## src/rtl/keypad_scanner.sv

```systemverilog
// keypad_scanner: 4x4 matrix keypad scanner with whole-scan debounce and a 24-bit hex entry register.
module keypad_scanner #(
  parameter int SCAN_DIV       = 50000,
  parameter int DEBOUNCE_SCANS = 4
) (
  input  logic        clk,
  input  logic        rst,
  input  logic [3:0]  col_n,
  output logic [3:0]  row_n,
  input  logic        clear,
  output logic [3:0]  key,
  output logic        key_valid,
  output logic        key_held,
  output logic [23:0] val
);
  localparam int TW = SCAN_DIV < 1 ? 1 : $clog2(SCAN_DIV + 1);
  localparam logic [3:0] DS = 4'(DEBOUNCE_SCANS);
  typedef enum logic [1:0] {IDLE, DEBOUNCE, PRESSED, RELEASE} state_t;
  state_t state;
  logic [3:0] s1, s2, cand, cnt, code;
  logic [TW-1:0] timer;
  logic [1:0] row;
  logic [11:0] snap;
  logic [15:0] scan;
  logic slot_end, eval, none, single, accept, rel_done;
  assign slot_end = timer == TW'(SCAN_DIV);
  assign eval = slot_end && row == 2'd3;
  assign scan = {~s2, snap};
  assign none = scan == '0;
  assign single = !none && (scan & (scan - 16'd1)) == '0;
  always_comb begin
    code = '0;
    for (int i = 0; i < 16; i++) if (scan[i]) code = 4'(i);
  end
  assign accept = eval && single && ((state == IDLE && DS == 4'd1) ||
                  (state == DEBOUNCE && code == cand && cnt + 4'd1 == DS));
  assign rel_done = eval && none && ((state == PRESSED && DS == 4'd1) ||
                    (state == RELEASE && cnt + 4'd1 == DS));
  always_ff @(posedge clk) begin
    if (!rst) begin
      s1 <= 4'hF;
      s2 <= 4'hF;
      timer <= '0;
      row <= '0;
      row_n <= 4'b1110;
      snap <= '0;
      state <= IDLE;
      cnt <= '0;
      cand <= '0;
      key <= '0;
      key_valid <= 1'b0;
      key_held <= 1'b0;
      val <= '0;
    end else begin
      s1 <= col_n;
      s2 <= s1;
      timer <= slot_end ? '0 : timer + 1'b1;
      key_valid <= accept;
      key <= accept ? code : key;
      key_held <= accept ? 1'b1 : rel_done ? 1'b0 : key_held;
      val <= clear ? '0 : accept ? {val[19:0], code} : val;
      // rows 0..2 shift down into snap[3:0], [7:4], [11:8]; the row-3 shift-in is overwritten next scan
      if (slot_end) begin
        row <= row + 2'd1;
        row_n <= {row_n[2:0], row_n[3]};
        snap <= {~s2, snap[11:4]};
      end
      if (eval) begin
        case (state)
          IDLE: if (single) begin
            cand <= code;
            cnt <= 4'd1;
            state <= accept ? PRESSED : DEBOUNCE;
          end
          DEBOUNCE: if (!single) state <= IDLE;
            else if (code != cand) begin
              cand <= code;
              cnt <= 4'd1;
            end else begin
              cnt <= cnt + 4'd1;
              state <= accept ? PRESSED : DEBOUNCE;
            end
          PRESSED: if (none) begin
            cnt <= 4'd1;
            state <= rel_done ? IDLE : RELEASE;
          end
          RELEASE: if (!none) state <= PRESSED;
            else begin
              cnt <= cnt + 4'd1;
              state <= rel_done ? IDLE : RELEASE;
            end
        endcase
      end
    end
  end
endmodule

```

## config.mk

```make
export PLATFORM = sky130hd
export DESIGN_NAME = keypad_scanner
export DESIGN_NICKNAME = d
export VERILOG_FILES = /design/src/rtl/keypad_scanner.sv
export SDC_FILE = /design/constraint.sdc
export NUM_CORES = 1
export LEC_CHECK = 0
export ABC_CLOCK_PERIOD_IN_PS = 4040
export CORE_UTILIZATION = 50
export CTS_BUF_LIST = sky130_fd_sc_hd__clkbuf_8
export CTS_CLUSTER_SIZE = 40
export DETAILED_ROUTE_END_ITERATION = 6
export PLACE_DENSITY = 0.7
export SYNTH_ARGS = -nofsm -noshare
export SYNTH_HDL_FRONTEND = slang
export SYNTH_SLANG_ARGS = --single-unit
```

## constraint.sdc

```tcl
create_clock -name clk -period 4.04 [get_ports clk]
set_input_delay 0.808 -clock clk [delete_from_list [all_inputs] [get_ports clk]]
set_output_delay 0.808 -clock clk [all_outputs]
set_load 0.005 [all_outputs]
```

* Yosys cells after proc, flatten, opt, wreduce, memory -nomap -nowiden
Cells that the tools add are included.
W data, S select, Z words.
** Storage, ports and cells
- Bits in registers :: 82
- Bits of input ports :: 7
- Output and inout port bits :: 34
- Word-level logic and storage cells :: 89
** Operators by class
- $add $sub $neg :: 4
- Equality and inequality tests :: 14
- Mux-type cells :: 35
- Bitwise operators :: 3
- Reductions and logical operators :: 20
** Operators by type and width (count)
- $mux W4 :: 20
- $logic_not A16 Y1 :: 2
- $mux W2 :: 9
- $add A16 B1 Y16 const B :: 1
- $and A16 B16 Y16 :: 1
- $eq A16 B16 Y1 const B :: 1
- $pmux W4 S4 :: 1
- $sub A16 B1 Y16 const B :: 1
- $reduce_and A5 Y1 :: 2
- $logic_and A1 B1 Y1 :: 9
- $ne A2 B2 Y1 const B :: 4
- $pmux W2 S4 :: 1
- $pmux W4 S2 :: 1
- $eq A2 B2 Y1 const B :: 3
- $add A4 B1 Y4 const B :: 1
- $eq A4 B3 Y1 const B :: 1
- $eq A4 B4 Y1 :: 1
- $ne A4 B4 Y1 :: 1
- $not A4 Y4 :: 1
- $reduce_and A4 Y1 :: 1
- $reduce_bool A2 Y1 :: 2
- $reduce_or A2 Y1 :: 2
- $mux W1 :: 3
- $ne A3 B3 Y1 const B :: 1
- other kinds (6) :: 6

* Depth between registers and ports, before layout
Gate-level depths: netlist of the first run.
- Depth after elaboration :: 23
- Depth in mapped cells :: 11
- Gate-level depth less buffers :: 9

* Least setup slack after synthesis of the first run
Ideal clock, no wire load.
- Kind :: flip-flop to flip-flop
- From :: register timer[7]
- To :: register val[15]
- Library setup time :: 128 ps
- Arrival :: 2516 ps
- Data required time :: 3912 ps
- Slack :: 1397 ps
- Stages on the path, launching flop included :: 10
- Buffers on the path :: 2
- Clock period less this slack :: 2643 ps
- Cells stage by stage :: dfxtp_1 > or4_4 > nor4_4 > nand2_2 > nor3_4 > nor4b_2 > buf_4 > buf_6 > mux2i_1 > nor2_1
** Between the ends
- Word-level cells in the longest chain between the ends :: 4
** RTL lines
- start, declared :: RTL line 21 : logic [TW-1:0] timer;
- start signal, assigned :: RTL line 57 : timer <= slot_end ? '0 : timer + 1'b1;
- $eq A16 B16 Y1 :: RTL line 26 : assign slot_end = timer == TW'(SCAN_DIV);
- $logic_and A1 B1 Y1 :: RTL line 27 : assign eval = slot_end && row == 2'd3;
- $logic_and A1 B1 Y1 (2 in a row) :: RTL line 35 : assign accept = eval && single && ((state == IDLE && DS == 4'd1) ||
- end signal, assigned :: RTL line 61 : val <= clear ? '0 : accept ? {val[19:0], code} : val;
- end, declared :: RTL line 14 : output logic [23:0] val
Every way passes these cells.
A chain may end at the register's enable or synchronous reset.

* Worst setup path after layout of the first run
- From :: register snap[5]
- To :: register val[3]
** Between the ends
- Word-level cells in the longest chain between the ends :: 15
- Elaborated cells on any way between the ends :: 22
- Classes of those cells :: add/sub: 1; eq/ne: 1; mux: 11; bitwise: 1; reduce/logical: 8
** RTL lines
- start, declared :: RTL line 23 : logic [11:0] snap;
- start signal, assigned :: RTL line 66 : snap <= {~s2, snap[11:4]};
- $mux W4 (11 in a row) :: RTL line 33 : for (int i = 0; i < 16; i++) if (scan[i]) code = 4'(i);
- $eq A4 B4 Y1 :: RTL line 36 : (state == DEBOUNCE && code == cand && cnt + 4'd1 == DS));
- $logic_and A1 B1 Y1 (2 in a row) :: RTL line 36
- $logic_and A1 B1 Y1 :: RTL line 35
Several ways; a longest one is shown, not always the timed one.

==> run metrics, run 1 <==
run status=completed; area share of the leading cell type in the synthesized netlist=43.7%; maximum fanout encountered on the critical timing path=36; num ports=41; worst hold path endpoint=s2[2]; remaining max-slew budget at the tightest pin=36.2%; Total Die Area=7860 um2; total gr overflow=0; syn_area_per_cell=8.94 um2; capture point of the worst reg-to-reg path=val[3]; first-pass iteration count of the detailed router=4; buffer type at the clock tree root=sky130_fd_sc_hd__clkbuf_8; Worst EP arrival=3.23 ns; Synth Net Count=432; routed wirelength normalized by instance count=13.4 um; number of antenna-violating nets in the routed design=0; Layout Area Growth over Synthesis=15.9%; slack of the worst reg-to-reg path=1.00 ns; hold buffer count at cts=0; Initial Utilization=51.8%; final setup violation count=0; # Max-Cap Violations=0; area taken by flip-flops and latches=1640 um2; type of the most critical hold path=reg -> reg; Max Slew Vio Count=0; number of gates resized after cts=0; flop and latch count out of synthesis=82; H-tree levels=3; netlist area before placement=3760 um2; largest cells by area after synthesis=sky130_fd_sc_hd__dfxtp_1 (44%), sky130_fd_sc_hd__mux2i_1 (9.9%), sky130_fd_sc_hd__nor2_1 (6.6%); final core occ=60.0%; Slew @ Worst Pin=0.956 ns; CTS buffer count=9; final total negative setup slack=0 ns; Die Y=88.7 um; highest clock frequency the design can meet=329 MHz; source of the worst register-to-register timing path=snap[5]; number of global-route vias before repair=2671; half-perimeter wire length of the detailed placement result=4970 um; type of origin of the critical path=flip-flop; Worst Clk Skew=0.0110 ns; Cell Rows=31; reg2reg path depth=8; DRC errors left=0; number of diodes added for antenna fixing=0; power density over the cells=331 nW/um2; Die Span X=88.7 um; Yosys warning count=0; Final period util=75.2%; wire length of the first global-routing pass=12500 um; VDD IR-drop max=0.200 mV; number of enable-type register cells in the synthesized netlist=0; post-synthesis instance total=420; maximum clock insertion buffer count=2; worst-skew pair later-pin latency=0.34 ns; CTS tree=done; global routing usage summed across all routing layers=20.3%; cell accounting for the most synthesized area=sky130_fd_sc_hd__dfxtp_1; share of async-settable or async-resettable flops after synthesis=0%; data required time at the worst endpoint=4.23 ns; Final Hold Fails=0; net count of the finished layout=457; area post-placement=4170 um2; kind of capture point of the worst setup path=flip-flop; fillers=658; pin count of the biggest net entering global routing=37; initial antenna violation count=0; quantity of I/O buffers inserted on ports=40; Seq/Total Area, Yosys=43.7%; area of the core region=7250 um2; routed vias=2936; detailed-route vias per instance=5.36; RSZ-0062 raised after global routing=no; violation count after the first detailed-routing iteration=114; critical path class=reg -> reg; Post CTS Setup Buffer Count=0; routability-driven placement congestion ratio=0.800; Sinks on Clock Net=82; clock-pin slew on the worst setup and hold paths=0.08 ns; area of all placed cells without fillers=4350 um2; leakage power figure=1.53 nW; aggregate routed wire length=7320 um; share of layout cells above drive strength 1=6.46%; cell depth of the worst min-delay path=1; area taken by multi-input logic gates=1940 um2; count of cell types in the netlist=56; critical hold path startpoint=s1[2]; final period demand of the worst path=3.04 ns; dominant register cell in the synthesized netlist=sky130_fd_sc_hd__dfxtp_1
registers in the layout, indices dropped and copies added (netlist names):
signal     flops
val           24
timer         16
snap          12
cand           4
cnt            4
key            4
row_n          4
s1             4
s2             4
row            2
state          2
key_held       1
key_valid      1
report_power, final:
| part | switching, mW | internal [mW] |
|---|---|---|
| Combinational | 0.0367 | 0.0232 |
| Clock | 0.281 | 0.279 |
| Sequential | 0.00780 | 0.814 |
| Total | 0.326 | 1.12 |
worst max path at each step:
stage	slack (ns)	startpoint	endpoint
floorplan	1.40	timer[7]	val[15]
global placement	1.04	snap[4]	val[3]
detailed placement	1.0	snap[4]	val[3]
CTS	0.98	snap[4]	val[3]
global route	0.63	snap[5]	val[3]
finish	1.00	snap[5]	val[3]
placed cells by master (no fill, tap or decap), types with 5 or more instances in the layout:
master	Yosys	final
sky130_fd_sc_hd__xor2_1	9	9
sky130_fd_sc_hd__nand2_1	31	31
sky130_fd_sc_hd__nor4_1	5	5
sky130_fd_sc_hd__or3_1	9	9
sky130_fd_sc_hd__xnor2_1	6	6
sky130_fd_sc_hd__mux2i_1	37	37
sky130_fd_sc_hd__clkbuf_8	0	9
sky130_fd_sc_hd__nand3_1	11	11
sky130_fd_sc_hd__a211oi_1	9	9
sky130_fd_sc_hd__nand4_1	7	7
sky130_fd_sc_hd__nor2_1	66	66
sky130_fd_sc_hd__ha_1	5	5
sky130_fd_sc_hd__a21oi_1	14	14
sky130_fd_sc_hd__inv_1	10	11
sky130_fd_sc_hd__clkdlybuf4s50_1	0	40
sky130_fd_sc_hd__dfxtp_1	82	82
sky130_fd_sc_hd__nand2b_1	14	14
sky130_fd_sc_hd__o21ai_0	13	13
cells by family after synthesis:
| group | Yosys count | synth area share (%) |
|---|---|---|
| and+or+nand+nor | 175 | 24.2 |
| muxes | 37 | 9.86 |
| DFF | 82 | 43.7 |
| xor gates and xnor gates | 15 | 3.50 |
| AOI/OAI and AO/OA | 65 | 11.8 |
| adders and majority gates | 7 | 2.20 |
| buffers and inverters | 39 | 4.80 |
cell usage after synthesis (all sizes together) (4+ instances only):
cell type  instances
buf                7
clkbuf            22
nor3b              4
nand2b            14
o21ai             13
nor2              68
mux2i             37
o211ai             4
xor2               9
a21oi             14
nor4               6
nand4              7
ha                 5
a211oi            11
dfxtp             82
inv               10
nor3               4
or4                5
nand2             32
nand3             11
or3                9
xnor2              6
layer usage:
layer,GRT usage (%),share of wire (%)
met1,27.5,50
met2,31.5,45
met3,3.92,3.6
met4,8.80,1.4
met5,0,0
worst max-delay path, cell delays in order, from the launching register on:
cell and delay (ns):
sky130_fd_sc_hd__dfxtp_1 0.41, sky130_fd_sc_hd__or4_1 0.59, sky130_fd_sc_hd__a2111oi_0 0.40, sky130_fd_sc_hd__a211oi_1 0.11, sky130_fd_sc_hd__nand4b_1 0.32, sky130_fd_sc_hd__nor4b_4 0.26, sky130_fd_sc_hd__buf_4 0.45, sky130_fd_sc_hd__nand3_1 0.17
sky130_fd_sc_hd__nor3b_2 0.19
metrics by stage:
stage	setup slack [ns]	hold WS, ns	std cells	power [mW]
finish	1.00	0.414	548	1.44
CTS	0.975	0.418	548	1.46
detailed placement	0.996	0.399	533	0.901
floorplan	1.40	0.386	420	0.883
global placement	1.04	0.392	533	0.899
global route	0.627	0.437	548	1.50
cell type report:
type                       count  share of cell area (%)
clock buffer                   9                    2.85
clock inverter                 6                    1.38
inverter                      10                   0.862
multi-input combinational    299                    44.6
sequential                    82                    37.7
tap                           99                    2.85
timing repair buffer          43                    9.72
Note: power is estimated with default switching activity, not from simulation.
==> run 2: changes to the inputs <==
--- a/config.mk
+++ b/config.mk
@@ -5,7 +5,7 @@
 export SDC_FILE = /design/constraint.sdc
 export NUM_CORES = 1
 export LEC_CHECK = 0
-export ABC_CLOCK_PERIOD_IN_PS = 4040
+export ABC_CLOCK_PERIOD_IN_PS = 2940
 export CORE_UTILIZATION = 50
 export CTS_BUF_LIST = sky130_fd_sc_hd__clkbuf_8
 export CTS_CLUSTER_SIZE = 40
==> constraint.sdc (replaced) <==
create_clock -name clk -period 2.94 [get_ports clk]
set_input_delay 0.588 -clock clk [delete_from_list [all_inputs] [get_ports clk]]
set_output_delay 0.588 -clock clk [all_outputs]
set_load 0.005 [all_outputs]
==> run metrics, run 2 (synthesis results as in run 1) <==
VDD IR-drop max=0.275 mV (was 0.200 mV); Max Slew Vio Count=0 (unchanged); share of total power consumed by net switching=22.5% (was 22.6%); source of the worst register-to-register timing path=snap[8] (was snap[5]); half-perimeter wire length of the detailed placement result=5110 um (was 4970 um); reg2reg path depth=9 (was 8); slack of the worst reg-to-reg path=0.18 ns (was 1.00 ns); most common cell after layout, fill and taps aside=sky130_fd_sc_hd__dfxtp_1 (unchanged); power share of the sequential group=55.8% (was 57.0%); CTS tree=done (unchanged); Worst Clk Skew=0.0114 ns (was 0.0110 ns); routed vias=3043 (was 2936); power spent charging and discharging nets=455 uW (was 326 uW); leakage power figure=1.64 nW (was 1.53 nW); largest registers=val (24), timer (16), snap (12) (unchanged); aggregate routed wire length=7440 um (was 7320 um); initial antenna violation count=0 (unchanged); Die Span X=88.7 um (unchanged); worst hold path endpoint=s2[3] (was s2[2]); kind of capture point of the worst setup path=flip-flop (unchanged); DRC errors left=0 (unchanged); worst hold margin=0.417 ns (was 0.414 ns); total gr overflow=0 (unchanged); violation count after the first detailed-routing iteration=126 (was 114); buffer type at the clock tree root=sky130_fd_sc_hd__clkbuf_8 (unchanged); CTS buffer count=9 (unchanged); Die Y=88.7 um (unchanged); number of flip-flops under the largest register name=24 (unchanged); final period demand of the worst path=2.76 ns (was 3.04 ns); maximum fanout encountered on the critical timing path=16 (was 36); Total Die Area=7860 um2 (unchanged); routability-driven placement congestion ratio=0.838 (was 0.800); run status=completed (unchanged); capture point of the worst reg-to-reg path=val[23] (was val[3]); post-placement cell count=548 (was 533); global routing usage summed across all routing layers=20.5% (was 20.3%); Cell Rows=31 (unchanged); Initial Utilization=51.8% (unchanged); Layout Area Growth over Synthesis=20.9% (was 15.9%); critical hold path startpoint=s1[3] (was s1[2]); cell depth of the worst min-delay path=1 (unchanged); type of origin of the critical path=flip-flop (unchanged); number of antenna-violating nets in the routed design=0 (unchanged); final setup violation count=0 (unchanged); hold buffer count at cts=0 (unchanged); Int Power=1.57 mW (was 1.12 mW); wire length of the first global-routing pass=12500 um (about the same); commonest non-fill, non-tap cells in the layout=sky130_fd_sc_hd__dfxtp_1 (82), sky130_fd_sc_hd__nor2_1 (66), sky130_fd_sc_hd__clkdlybuf4s50_1 (40) (unchanged); final cell count without fillers=567 (was 548); # Max-Cap Violations=0 (unchanged); detailed-route vias per instance=5.37 (was 5.36); Slew @ Worst Pin=0.658 ns (was 0.956 ns); H-tree levels=3 (unchanged); fillers=633 (was 658); first-pass iteration count of the detailed router=5 (was 4); num ports=41 (unchanged); number of global-route vias before repair=2741 (was 2671); share of layout cells above drive strength 1=10.5% (was 6.46%); quantity of I/O buffers inserted on ports=40 (unchanged); type of the most critical hold path=reg -> reg (unchanged); Final Hold Fails=0 (unchanged); routed wirelength normalized by instance count=13.1 um (was 13.4 um); highest clock frequency the design can meet=363 MHz (was 329 MHz); pin count of the biggest net entering global routing=33 (was 37); power density over the cells=445 nW/um2 (was 331 nW/um2); remaining max-slew budget at the tightest pin=56.1% (was 36.2%); net count of the finished layout=475 (was 457); Final period util=93.7% (was 75.2%); worst-skew pair later-pin latency=0.35 ns (was 0.34 ns); Clock power frac=39.7% (was 38.9%); critical path class=reg -> reg (unchanged); Largest Register=val (unchanged); data required time at the worst endpoint=3.16 ns (was 4.23 ns); clock-pin slew on the worst setup and hold paths=0.08 ns (about the same); maximum clock insertion buffer count=2 (unchanged); Worst EP arrival=2.97 ns (was 3.23 ns); relative contribution of combinational cells to total power=4.4% (was 4.2%); number of diodes added for antenna fixing=0 (unchanged); area of the core region=7250 um2 (unchanged); Sinks on Clock Net=82 (unchanged)
[run 2: cell count changes in the layout (fill, tap and decap cells not counted), sizes merged]
| cell | change |
|---|---|
| inv | +1 |
| clkinv | -1 |
| buf | +17 |
| clkbuf | +2 |
[run 2: cell type report]
type,instances,area (um2),share of cell area (%)
multi-input cells,299,1950,43.0
repair buffers,61,588,13.0
clock buffers,10,138,3.03
flip-flops and latches,82,1640,36.2
clock inverters,6,58.8,1.30
inverters,10,37.5,0.827
well taps,99,124,2.73
[run 2: layer usage]
layer	vias up	global-route usage (%)	routed length, um
li1	1558	-	-
met1	1432	27.5	3660
met2	47	31.6	3360
met3	6	5.69	332
met4	0	7.48	77
met5	-	0	0
[run 2: timing repair]
| action | in CTS | in global routing |
|---|---|---|
| setup buffers | 0 | 2 |
| gates resized for setup | 0 | 3 |
| endpoints found under the setup margin | 0 | 30 |
[run 2: worst max path at each step]
stage                   end  startpoint  cells past startpoint  slack, ns
floorplan           val[15]    timer[7]                      9       0.30
global placement    val[23]     snap[4]                      8       0.22
detailed placement  val[23]     snap[4]                      8       0.14
CTS                 val[23]     snap[1]                      8       0.11
global route        val[21]     snap[4]                      9      -0.04
finish              val[23]     snap[8]                      9       0.18
[run 2: critical path, stage by stage, from the launching register on]
cell	delay, ns
sky130_fd_sc_hd__dfxtp_1	0.31
sky130_fd_sc_hd__or4_1	0.60
sky130_fd_sc_hd__a2111oi_2	0.38
sky130_fd_sc_hd__a211oi_1	0.10
sky130_fd_sc_hd__nand4b_1	0.29
sky130_fd_sc_hd__nor4b_4	0.31
sky130_fd_sc_hd__buf_4	0.18
sky130_fd_sc_hd__buf_12	0.17
sky130_fd_sc_hd__mux2i_1	0.21
sky130_fd_sc_hd__nor2_1	0.05
[run 2: metrics by stage]
stage               util (%)  TNS (ns)  setup slack (ns)  power, mW  cell area [um2]
floorplan                  -         0             0.297       1.21             3760
global placement        59.2         0             0.221       1.24             4290
detailed placement      59.2         0             0.143       1.24             4290
CTS                     61.9         0             0.108       2.04             4490
global route            62.6   -0.0590           -0.0365       2.11             4540
finish                  62.6         0             0.184       2.02             4540
[run 2: power by group through the flow]
stage | clock (mW) | sequential [mW] | combinational [mW]
3_5_place_dp | 0 | 1.15 | 0.0870
6_report | 0.803 | 1.13 | 0.0898
3_3_place_gp | 0 | 1.15 | 0.0867
4_1_cts | 0.825 | 1.13 | 0.0872
5_1_grt | 0.876 | 1.13 | 0.102
2_1_floorplan | 0 | 1.15 | 0.0644
==> run 3: changes to the inputs <==
--- a/config.mk
+++ b/config.mk
@@ -11,6 +11,7 @@
 export CTS_CLUSTER_SIZE = 40
 export DETAILED_ROUTE_END_ITERATION = 6
 export PLACE_DENSITY = 0.7
+export SLEW_MARGIN = 20
 export SYNTH_ARGS = -nofsm -noshare
 export SYNTH_HDL_FRONTEND = slang
 export SYNTH_SLANG_ARGS = --single-unit
==> results of run 3 <==
Final layout, timing and power as in run 2 (identical DEF).
